--- src/rtl/alu_serial_ctrl.sv ---
// alu_serial_ctrl: bit-serial sequencer for an external 1-bit ALU cell.
// Operands are fed to the cell LSB-first, one bit per clock.
// The ripple carry is kept in a register between bits.
// The result word is assembled internally and published on entry to FIN.
// Completion is reported with a one-cycle DONE pulse.
module alu_serial_ctrl #(
    parameter int WIDTH = 8
) (
    input  logic             CLK,
    input  logic             RST,
    input  logic             START,
    input  logic [2:0]       MODE,
    input  logic [WIDTH-1:0] OPA,
    input  logic [WIDTH-1:0] OPB,
    output logic             BUSY,
    output logic             DONE,
    output logic             ERR,
    output logic [WIDTH-1:0] RESULT,
    output logic             CARRY,
    output logic [2:0]       ALU_MODE,
    output logic             ALU_A,
    output logic             ALU_B,
    output logic             ALU_CIN,
    input  logic             ALU_X,
    input  logic             ALU_COUT
);

    localparam int             CW       = $clog2(WIDTH);
    localparam logic [CW-1:0]  LAST_BIT = CW'(WIDTH - 1);
    localparam logic [2:0]     MODE_MAX = 3'b100;  // highest valid op code (XNOR)

    typedef enum logic [1:0] {
        S_IDLE,
        S_RUN,
        S_FIN
    } state_t;

    state_t           r_state;
    state_t           w_next;
    logic [WIDTH-1:0] r_opa_sh;
    logic [WIDTH-1:0] r_opb_sh;
    logic [WIDTH-1:0] r_res_sh;
    logic [2:0]       r_mode;
    logic [CW-1:0]    r_cnt;
    logic             r_carry;
    logic [WIDTH-1:0] r_result;
    logic             r_carry_out;
    logic             r_err;

    logic             w_accept;
    logic             w_valid;
    logic             w_run;
    logic             w_last;

    assign w_accept = (r_state == S_IDLE) && START;
    assign w_valid  = (MODE <= MODE_MAX);
    assign w_run    = (r_state == S_RUN);
    assign w_last   = w_run && (r_cnt == LAST_BIT);

    // State register.
    always_ff @(posedge CLK) begin
        // NOTE: clocked state always uses non-blocking assignments so every
        // register samples pre-edge values regardless of statement order.
        if (RST) begin
            r_state <= S_IDLE;
        end else begin
            r_state <= w_next;
        end
    end

    // Next-state logic: IDLE -> RUN (valid mode) or FIN (invalid), RUN -> FIN after last bit.
    always_comb begin
        // NOTE: default first so no path leaves w_next unassigned (no latch).
        w_next = r_state;
        case (r_state)
            S_IDLE: begin
                if (START) begin
                    w_next = w_valid ? S_RUN : S_FIN;
                end
            end
            S_RUN: begin
                if (w_last) begin
                    w_next = S_FIN;
                end
            end
            S_FIN:   w_next = S_IDLE;
            default: w_next = S_IDLE;
        endcase
    end

    // Datapath: latch operands on accept, shift one bit per RUN cycle, publish on the last bit.
    always_ff @(posedge CLK) begin
        if (RST) begin
            r_opa_sh    <= '0;
            r_opb_sh    <= '0;
            r_res_sh    <= '0;
            r_mode      <= '0;
            r_cnt       <= '0;
            r_carry     <= 1'b0;
            r_result    <= '0;
            r_carry_out <= 1'b0;
            r_err       <= 1'b0;
        end else if (w_accept) begin
            r_result    <= '0;
            r_carry_out <= 1'b0;
            if (w_valid) begin
                r_opa_sh <= OPA;
                r_opb_sh <= OPB;
                r_mode   <= MODE;
                r_res_sh <= '0;
                r_cnt    <= '0;
                r_carry  <= 1'b0;
                r_err    <= 1'b0;
            end else begin
                // Invalid op: mode register keeps the last good mode on ALU_MODE.
                r_err <= 1'b1;
            end
        end else if (w_run) begin
            r_res_sh <= {ALU_X, r_res_sh[WIDTH-1:1]};
            r_opa_sh <= {1'b0, r_opa_sh[WIDTH-1:1]};
            r_opb_sh <= {1'b0, r_opb_sh[WIDTH-1:1]};
            r_carry  <= ALU_COUT;
            r_cnt    <= r_cnt + CW'(1);
            if (w_last) begin
                // Copy the completed word so RESULT never shows a partial value.
                r_result    <= {ALU_X, r_res_sh[WIDTH-1:1]};
                r_carry_out <= ALU_COUT;
            end
        end
    end

    // Outputs: ALU bit inputs are only active during RUN.
    assign BUSY     = (r_state != S_IDLE);
    assign DONE     = (r_state == S_FIN);
    assign ERR      = r_err;
    assign RESULT   = r_result;
    assign CARRY    = r_carry_out;
    assign ALU_MODE = r_mode;
    assign ALU_A    = w_run & r_opa_sh[0];
    assign ALU_B    = w_run & r_opb_sh[0];
    assign ALU_CIN  = w_run & r_carry;

endmodule

--- config.mk ---
export PLATFORM = sky130hd
export DESIGN_NAME = alu_serial_ctrl
export DESIGN_NICKNAME = d
export VERILOG_FILES = /design/src/rtl/alu_serial_ctrl.sv
export SDC_FILE = /design/constraint.sdc
export NUM_CORES = 1
export LEC_CHECK = 0
export ABC_CLOCK_PERIOD_IN_PS = 2100
export BUFFER_PORTS_ARGS = -buffer_cell sky130_fd_sc_hd__buf_2
export CORE_MARGIN = 2
export CORE_UTILIZATION = 50
export CTS_CLUSTER_SIZE = 16
export DETAILED_ROUTE_END_ITERATION = 10
export GPL_ROUTABILITY_DRIVEN = 0
export HOLD_SLACK_MARGIN = 0.05
export PLACE_DENSITY = 0.74
export SYNTH_ARGS = -nofsm -noshare
export SYNTH_HDL_FRONTEND = slang
export SYNTH_SLANG_ARGS = --single-unit
--- constraint.sdc ---
create_clock -name CLK -period 2.1 [get_ports CLK]
set_clock_uncertainty 0.1 [all_clocks]
set_input_delay 0.42 -clock CLK [delete_from_list [all_inputs] [get_ports CLK]]
set_output_delay 0.42 -clock CLK [all_outputs]
set_load 0.02 [all_outputs]
### Yosys cells after proc, flatten, opt, wreduce, memory -nomap -nowiden

Cells that the tools add are included.

* flip-flop bits (word level): 43
* input bits: 24

* equality and inequality tests: 6
* $lt $le $gt $ge: 1
* add/subtract/negate cells: 1
* bitwise operators: 3
* multiplexer cells: 20
* reductions and logical operators: 10

Operator list (number)
* $mux 8: 9
* $mux 3: 3
* $reduce_and 2->1: 4
* $mux 2: 3
* $mux 1: 4
* $ne 2x1->1 const B: 2
* $pmux 2 s2: 1
* $reduce_bool 2->1: 2
* $add 3x1->3 const B: 1
* $and 1x1->1: 3
* $eq 3x3->1 const B: 1
* $le 3x3->1 const B: 1
* $eq 2x1->1 const B: 1
* $eq 2x2->1 const B: 1
* $logic_and 1x1->1: 2
* $logic_not 2->1: 1
* $ne 2x2->1 const B: 1
* $reduce_or 2->1: 1

### Longest topological paths before layout

Gate-level depths: netlist of the first run.

* depth after elaboration: 4
* gate-level depth with buffers: 7
* gate-level depth less buffers: 5

### Worst setup path before layout of the first run

Ideal clock, no wire load.

* path kind: register to output
* from: register r_state[0]
* to: output ALU_A
* data arrival time: 1.458 ns
* stages on the path, launching flop included: 7
* data required time: 1.580 ns
* slack: 0.122 ns
* path buffers: 4
* path through: dfxtp_1 buf_6 inv_2 buf_6 buf_6 buf_6 nor3_1

* cells in the longest elaborated chain, start to end: 2

Ends and longest elaborated chain
* from (decl): line 38 `state_t r_state;`
* from (signal assigned): line 67 `r_state <= w_next;`
* $eq 2x1->1: line 57 `assign w_run = (r_state == S_RUN);`
* $and 1x1->1: line 139 `assign ALU_A = w_run & r_opa_sh[0];`
* to (decl): line 21 `output logic ALU_A,`

Every way passes these cells.

### Final worst setup path of the first run

* from: register r_state[1]
* to: output DONE

* cells in the longest elaborated chain, start to end: 1

Ends and longest elaborated chain
* $eq 2x2->1: line 134 `assign DONE = (r_state == S_FIN);`
* to (decl): line 16 `output logic DONE,`

Every way passes these cells.

==> results.cfg, run 1 <==
[global_routing]
grt_max_degree = 25
grt_pass1_wl_um = 6840
antenna_found_initial = 0
grtUsageTotal_pct = 19.9
grt_pass1_vias = 1473
gr-total-overflow = 0

[finish]
fillers = 342
diodes = 0
fin_nets = 269
drive_above_1_share_pct = 29.2
area_growth_pct = 13.1
utilization_pct = 58.0

[setup_path]
required_ns = 1.58
r2r_cells = 6
startpoint_type = register
cp_data_arrival_time_ns = 1.39
endpoint_kind = output port
crit_fanout = 15
r2r-start = r_cnt[0]$_SDFFE_PP0P_
setup.worst_path.class = register to output port
reg2reg_slack_ns = 0.54
r2r_end = r_state[1]$_SDFFE_PP0P_

[hold_path]
min_to = RESULT[7]$_SDFFE_PP0P_
min_from = ALU_X
hold_depth = 3
hp-class = input port to register

[cts]
cts_buffer_depth = 2
postCtsSetupBuffers = 0
holdBufCountCts = 0
cts_tree = yes
clk_pin_slew_ns = 0.07
cts_num_sinks = 42
root_buffer = clkbuf_8
htreeDepth = 2
cts-resized-gates = 0
cts-buffers-inserted = 5
insertion_delay_ns = 0.29

[logic_synthesis]
synth-simple-area-share_pct = 11.5
synthAdderAreaFrac_pct = 1.24
synth_seq_cells = 42
yosysWarnings = 0
synth_top_family_by_area = compound AO/OA/AOI/OAI gates
post_synth_inst_count = 206
yosysSeqAreaShare_pct = 41.6
syn_area_um2 = 2020
synth_compound_area_share_pct = 31.2
synth_xor_area_share_pct = 0
syn_nets = 232
avgSynthCellArea_um2 = 9.82
yosysUniqueCellTypes = 36
synth.area.mux_share_pct = 3.96

[run]
timing.max_cap.violations = 0

[floorplanning]
ioPinCount = 42
rows = 23
dieArea_um2 = 4570
fp.dieW_um = 67.6
core_um2 = 3940
fp.dieH_um = 67.6
initial_core_util_pct = 51.3

[timing]
fin_tns_setup_ns = 0
worstMarginPinSlew_ns = 0.597
period_share_pct = 90.8
post-route-min-period_ns = 1.91
slew_headroom_pct = 59.8
fmax_ghz = 0.525
drv_slew = 0
setup-violations-final = 0
hold_viol_final = 0
grt_setup_unrepaired = no

[route]
ant_nets = 0
viasPerCell = 5.72
firstDrtPassIters = 4
wl_um = 4090
drc = 0
drt-initial-drc-count = 159
wl_per_cell_um = 14.0
vias = 1675

[run_status]
status = finished clean

[power]
cellPowerDensity_nw_per_um2 = 722
p_leak_nw = 0.932
ir_worst_vdd_uv = 366
finalPower_mw = 1.65

[place]
io_buffers = 41
hpwl_um = 2800
-- layer usage --
metal  GRT usage [%]  vias to the layer above  wire (µm)
met5               0                        -          0
met3            4.83                        6        212
li1                -                      847          -
met1            26.5                      780       1870
met4            7.65                        0         63
met2            30.9                       42       1950
-- through the flow --
stage,area (µm²),setup WS (ns),hold slack (ns),cells
2_1_floorplan,2020,0.122,0.346,206
3_3_place_gp,2210,0.415,0.340,286
3_5_place_dp,2210,0.374,0.343,286
4_1_cts,2290,0.193,0.278,293
5_1_grt,2290,0.115,0.292,293
6_report,2290,0.194,0.288,293
-- layout make-up --
class / count / area [µm²] / area share (%)
clock buffers: 7 / 76.3 / 3.34
flip-flops and latches: 42 / 841 / 36.7
multi-input cells: 126 / 968 / 42.3
inverters: 18 / 67.6 / 2.95
well taps: 50 / 62.6 / 2.73
repair buffers: 50 / 273 / 11.9
-- registers in the layout, summed over array words and instances (netlist names) --
signal and count:
r_opa_sh 8, RESULT 8, r_cnt 3, ERR 1, r_carry 1, ALU_MODE 3
r_res_sh 7, r_opb_sh 8, CARRY 1, r_state 2
-- cells by family (layout without fill, tap and decap cells) --
group | after synthesis | after routing
AOI/OAI and AO/OA | 76 | 76
DFF | 42 | 42
and+or+nand+nor | 40 | 40
buffers and inverters | 38 | 75
muxes | 8 | 8
adders and majority gates | 2 | 2
-- cells in the mapped netlist (all sizes together) --
cell	instances	share of area [%]
dfxtp	42	42
a221oi	28	14
inv	18	3.3
nor2	17	3.2
a21oi	15	3.7
buf	15	6.3
o211ai	12	4.5
a22oi	11	4.1
mux2i	8	4.0
clkbuf	5	0.93
nand2	4	0.74
nand3	4	0.99
nor3b	4	2.0
nor3	3	0.74
o21ai	3	0.93
a2111oi	2	1.5
a31oi	2	0.62
ha	2	1.2
nand2b	2	0.99
or2	2	0.62
a311oi	1	0.43
and2	1	0.31
and2b	1	0.37
nand3b	1	0.37
nor4b	1	1.2
o21a	1	0.74
o221ai	1	0.74
-- where the power goes --
part | total (mW) | internal [mW] | switching, mW | leakage, nW
Sequential | 0.873 | 0.843 | 0.0296 | 0.343
Combinational | 0.304 | 0.129 | 0.175 | 0.551
Clock | 0.476 | 0.229 | 0.247 | 0.0383
-- layout by cell type, fill, tap and decap left out, drive strengths merged --
cell      n
a2111oi   2
a21oi    15
a221oi   28
a22oi    11
a311oi    1
a31oi     2
and2      1
and2b     1
buf      50
clkbuf    7
dfxtp    42
ha        2
inv      18
mux2i     8
nand2     4
nand2b    2
nand3     4
nand3b    1
nor2     17
nor3      3
nor3b     4
nor4b     1
o211ai   12
o21a      1
o21ai     3
o221ai    1
or2       2
-- worst max path at each step --
stage | start | end | slack (ns) | cells past startpoint
after floorplan | r_state[0]$_SDFFE_PP0P_ | ALU_A | 0.12 | 6
after global placement | START | r_opb_sh[0]$_SDFFE_PP0P_ | 0.42 | 5
after detailed placement | START | r_opb_sh[3]$_SDFFE_PP0P_ | 0.37 | 5
after CTS | r_state[1]$_SDFFE_PP0P_ | DONE | 0.19 | 4
after global routing | r_state[1]$_SDFFE_PP0P_ | DONE | 0.11 | 4
final | r_state[1]$_SDFFE_PP0P_ | DONE | 0.19 | 4
-- worst max-delay path, cell delays in order (launching register included) --
cell and delay (ns):
dfxtp_1 0.46, buf_4 0.27, inv_1 0.11, nor2_1 0.09, buf_2 0.16
(Power assumes the default switching activity.)
==> run 2: changes to the inputs <==
ABC_CLOCK_PERIOD_IN_PS = unset   (was 2100)
CORE_UTILIZATION = 45   (was 50)
PLACE_DENSITY = 0.68   (was 0.74)
SETUP_SLACK_MARGIN = 0.2   (was unset)
==> results.cfg, run 2 (synthesis results as in run 1) <==
[run_status]
status = finished clean

[hold_path]
hp-class = input port to register

[route]
drc = 0
firstDrtPassIters = 4
vias = 1749
top_layer_used = met4
wl_met2_um = 2030
ant_nets = 0
drt-met1-wl_um = 1980
drt-initial-drc-count = 109
viasPerCell = 5.85
wl_met3_um = 261
wl_per_cell_um = 14.6
wl_um = 4370

[timing]
slew_headroom_pct = 63.1
whs_ns = 0.288
fin_tns_setup_ns = 0
grt_setup_unrepaired = no
period_share_pct = 88.2
setup-violations-final = 0
drv_slew = 0
worstMarginPinSlew_ns = 0.548
fmax_ghz = 0.540
hold_viol_final = 0
post-route-min-period_ns = 1.85

[power]
p_comb_share_pct = 17.2
p_int_mw = 1.33
finalPower_mw = 1.81
switching_share_pct = 26.3
clkPwrFrac_pct = 34.4
cellPowerDensity_nw_per_um2 = 772
p_seq_share_pct = 48.3
p_switching_mw = 0.477
ir_worst_vdd_uv = 353
p_leak_nw = 0.962

[cts]
insertion_delay_ns = 0.30
postCtsSetupBuffers = 0
cts_num_sinks = 42
holdBufCountCts = 0
root_buffer = clkbuf_8
cts_buffer_depth = 2
cts_tree = yes
cts-buffers-inserted = 5
clk_pin_slew_ns = 0.08
htreeDepth = 2

[floorplanning]
dieArea_um2 = 5050
core_um2 = 4350
ioPinCount = 42
rows = 24
fp.dieH_um = 71.1
initial_core_util_pct = 46.5
fp.dieW_um = 71.1

[finish]
seqCellArea_um2 = 842
fin_nets = 272
fillers = 411
fin_cells = 299
area_growth_pct = 16.0
diodes = 0
layout_common_cells = 41 x dfxtp_1, 41 x buf_2, 22 x a221oi_1
drive_above_1_share_pct = 30.8
fin_area_um2 = 2350
multi_input_area_um2 = 968

[setup_path]
crit_path_cell_trace = buf_4 -> or2_2 -> buf_2
cp_data_arrival_time_ns = 1.33
slowest_delay_ns = 0.36
endpoint_kind = output port
setup.worst_path.class = register to output port
crit_fanout = 9
required_ns = 1.58
startpoint_type = register
crit_slowest_cell = dfxtp_1

[place]
hpwl_um = 3000
placed_cells = 291
placed_cell_area_um2 = 2240
io_buffers = 41

[global_routing]
antenna_found_initial = 0
grt_pass1_wl_um = 7540
grt_pass1_vias = 1653
gr-total-overflow = 0
grt_max_degree = 25
grtUsageTotal_pct = 18.5

[run]
timing.max_cap.violations = 0
run 2: layout make-up:
type / count / share of cell area, %
Clock buffer: 7 / 3.25
Sequential cell: 42 / 35.9
Multi-Input combinational cell: 126 / 41.3
Clock inverter: 1 / 1.28
Inverter: 18 / 2.99
Timing Repair Buffer: 53 / 12.6
Tap cell: 52 / 2.77
run 2: metal layers:
layer | vias to the layer above | GRT usage [%]
met5 | - | 0
met4 | 0 | 7.55
met3 | 10 | 4.42
met2 | 53 | 28.6
met1 | 831 | 24.9
li1 | 855 | -
run 2: through the flow:
| step | setup WS, ns | utilization [%] |
|---|---|---|
| global route | 0.200 | 53.9 |
| floorplan | 0.122 | - |
| finish | 0.247 | 53.9 |
| global placement | 0.491 | 51.4 |
| detailed placement | 0.461 | 51.4 |
| CTS | 0.257 | 53.9 |
run 2: repair_timing:
item                                    in CTS  in global routing
gates cloned                                 0                  0
endpoints found under the setup margin       2                  2
endpoints found under the hold margin        0                  0
gates resized for setup                      1                  2
run 2: worst paths after layout:
kind                                              start                     end  slack, ns  cells past startpoint
worst max-delay path            r_state[0]$_SDFFE_PP0P_                    BUSY       0.25                      3
worst min register to register   RESULT[7]$_SDFFE_PP0P_  RESULT[7]$_SDFFE_PP0P_       0.35                      2
worst max register to register    r_cnt[0]$_SDFFE_PP0P_  RESULT[4]$_SDFFE_PP0P_       0.51                      6
worst min-delay path                              ALU_X  RESULT[7]$_SDFFE_PP0P_       0.29                      3
run 2: worst max-delay path: cells and delay by family, from the launching register on:
| family | cells | cell delay (ns) |
|---|---|---|
| simple gates | 1 | 0.32 |
| buf+inv | 2 | 0.36 |
| flops | 1 | 0.36 |
run 2: power by group through the flow:
stage	sequential, mW	combinational (mW)	clock, mW
after global placement	0.891	0.310	0
after global routing	0.881	0.350	0.664
after detailed placement	0.892	0.314	0
after floorplan	0.889	0.243	0
after CTS	0.874	0.316	0.635
final	0.875	0.312	0.624
==> run 3: changes to the inputs <==
--- a/constraint.sdc
+++ b/constraint.sdc
@@ -4,2 +4,2 @@
 set_output_delay 0.42 -clock CLK [all_outputs]
-set_load 0.02 [all_outputs]
+set_load 0.01 [all_outputs]
==> results.cfg, run 3 (synthesis results as in run 1) <==
[route]
ant_nets = 0
viasPerCell = 5.73
drc = 0
wl_per_cell_um = 14.4
drt-initial-drc-count = 98
vias = 1712
firstDrtPassIters = 4
wl_um = 4300

[setup_path]
startpoint_type = register
cp_num_cells = 3
slowest_delay_ns = 0.34
critPathLaunch = r_state[0]$_SDFFE_PP0P_
crit_fanout = 9
cp_data_arrival_time_ns = 1.27
endpoint_kind = output port
crit_slowest_cell = dfxtp_1
cpLargestDelayFamily = flip-flops
crit_path_cell_trace = buf_4 -> or2_2 -> buf_2
setup.worst_path.class = register to output port
required_ns = 1.58
r2r_cells = 6
crit_end = BUSY
crit_buf_inv = 2
r2r_end = RESULT[6]$_SDFFE_PP0P_
reg2reg_slack_ns = 0.50
r2r-start = r_cnt[0]$_SDFFE_PP0P_

[finish]
diodes = 0
drive_above_1_share_pct = 30.8
layout_common_cells = 42 x dfxtp_1, 41 x buf_2, 22 x a221oi_1
layout_commonest_cell = dfxtp_1
fillers = 402
seqCellArea_um2 = 841
fin_nets = 272
multi_input_area_um2 = 968
area_growth_pct = 15.1

[global_routing]
grt_pass1_wl_um = 7190
grt_max_degree = 25
grt_pass1_vias = 1538
antenna_found_initial = 0
gr-total-overflow = 0
grtUsageTotal_pct = 17.7

[floorplanning]
initial_core_util_pct = 46.5
fp.dieW_um = 71.1
ioPinCount = 42
fp.dieH_um = 71.1
core_um2 = 4350
rows = 24
dieArea_um2 = 5050

[cts]
cts-resized-gates = 0
htreeDepth = 2
clk_pin_slew_ns = 0.08
holdBufCountCts = 0
cts_num_sinks = 42
insertion_delay_ns = 0.28
cts-buffers-inserted = 5
cts_buffer_depth = 2
postCtsSetupBuffers = 0
cts_tree = yes
root_buffer = clkbuf_8

[place]
io_buffers = 41
hpwl_um = 3000

[timing]
fin_tns_setup_ns = 0
grt_setup_unrepaired = no
period_share_pct = 85.4
slew_headroom_pct = 60.2
setup-violations-final = 0
drv_slew = 0
whs_ns = 0.289
post-route-min-period_ns = 1.79
hold_viol_final = 0
fmax_ghz = 0.557
worstMarginPinSlew_ns = 0.590

[run]
timing.max_cap.violations = 0

[power]
p_leak_nw = 0.956
cellPowerDensity_nw_per_um2 = 731
ir_worst_vdd_uv = 328

[hold_path]
hp-class = input port to register
min_from = ALU_COUT

[run_status]
status = finished clean
[run 3: changes by cell type in the layout (fill, tap and decap cells not counted)]
| cell | delta |
|---|---|
| bufinv_16 | -1 |
| clkbuf_1 | -1 |
| clkbuf_8 | +1 |
| clkinv_2 | +1 |
| dfxtp_1 | +1 |
| dfxtp_2 | -1 |
| inv_2 | +1 |
| inv_4 | -1 |
[run 3: per-stage QoR]
stage                     util (%)  area, µm²  total power [mW]  setup WS, ns  std cells
final                         53.5       2330              1.70         0.306        299
after global routing          53.5       2330              1.79         0.232        299
after CTS                     53.5       2330              1.72         0.298        299
after detailed placement      51.4       2240              1.20         0.460        291
after global placement        51.4       2240              1.19         0.503        291
after floorplan                  -       2020              1.12         0.320        206
[run 3: final cells by class]
| cell class | instances | area share, % |
|---|---|---|
| well taps | 52 | 2.79 |
| multi-input cells | 126 | 41.6 |
| inverters | 18 | 2.90 |
| repair buffers | 53 | 12.7 |
| clock buffers | 7 | 3.71 |
| flip-flops and latches | 42 | 36.1 |
| clock inverters | 1 | 0.215 |
[run 3: worst min-delay path by stage]
stage,end,slack (ns),cells past startpoint
after floorplan,r_opa_sh[1]$_SDFFE_PP0P_,0.35,2
after global placement,RESULT[7]$_SDFFE_PP0P_,0.34,2
after detailed placement,CARRY$_SDFFE_PP0P_,0.35,2
after CTS,CARRY$_SDFFE_PP0P_,0.28,3
after global routing,CARRY$_SDFFE_PP0P_,0.29,3
final,CARRY$_SDFFE_PP0P_,0.29,3
[run 3: tightest hold or removal path, stage by stage]
cell and delay, ns:
buf_2 0.10, nand3_1 0.05, a21oi_1 0.05
[run 3: routing by layer]
layer | up-vias | part of all wire (%) | track usage (%)
li1 | 856 | - | -
met1 | 809 | 49 | 25.2
met2 | 42 | 46 | 26.9
met3 | 5 | 4.8 | 3.13
met4 | 0 | 0.72 | 6.29
met5 | - | 0 | 0
[run 3: report_power, final]
group / switching, mW / internal, mW / total (mW)
Combinational: 0.172 / 0.135 / 0.306
Sequential: 0.0295 / 0.843 / 0.873
Clock: 0.257 / 0.265 / 0.522
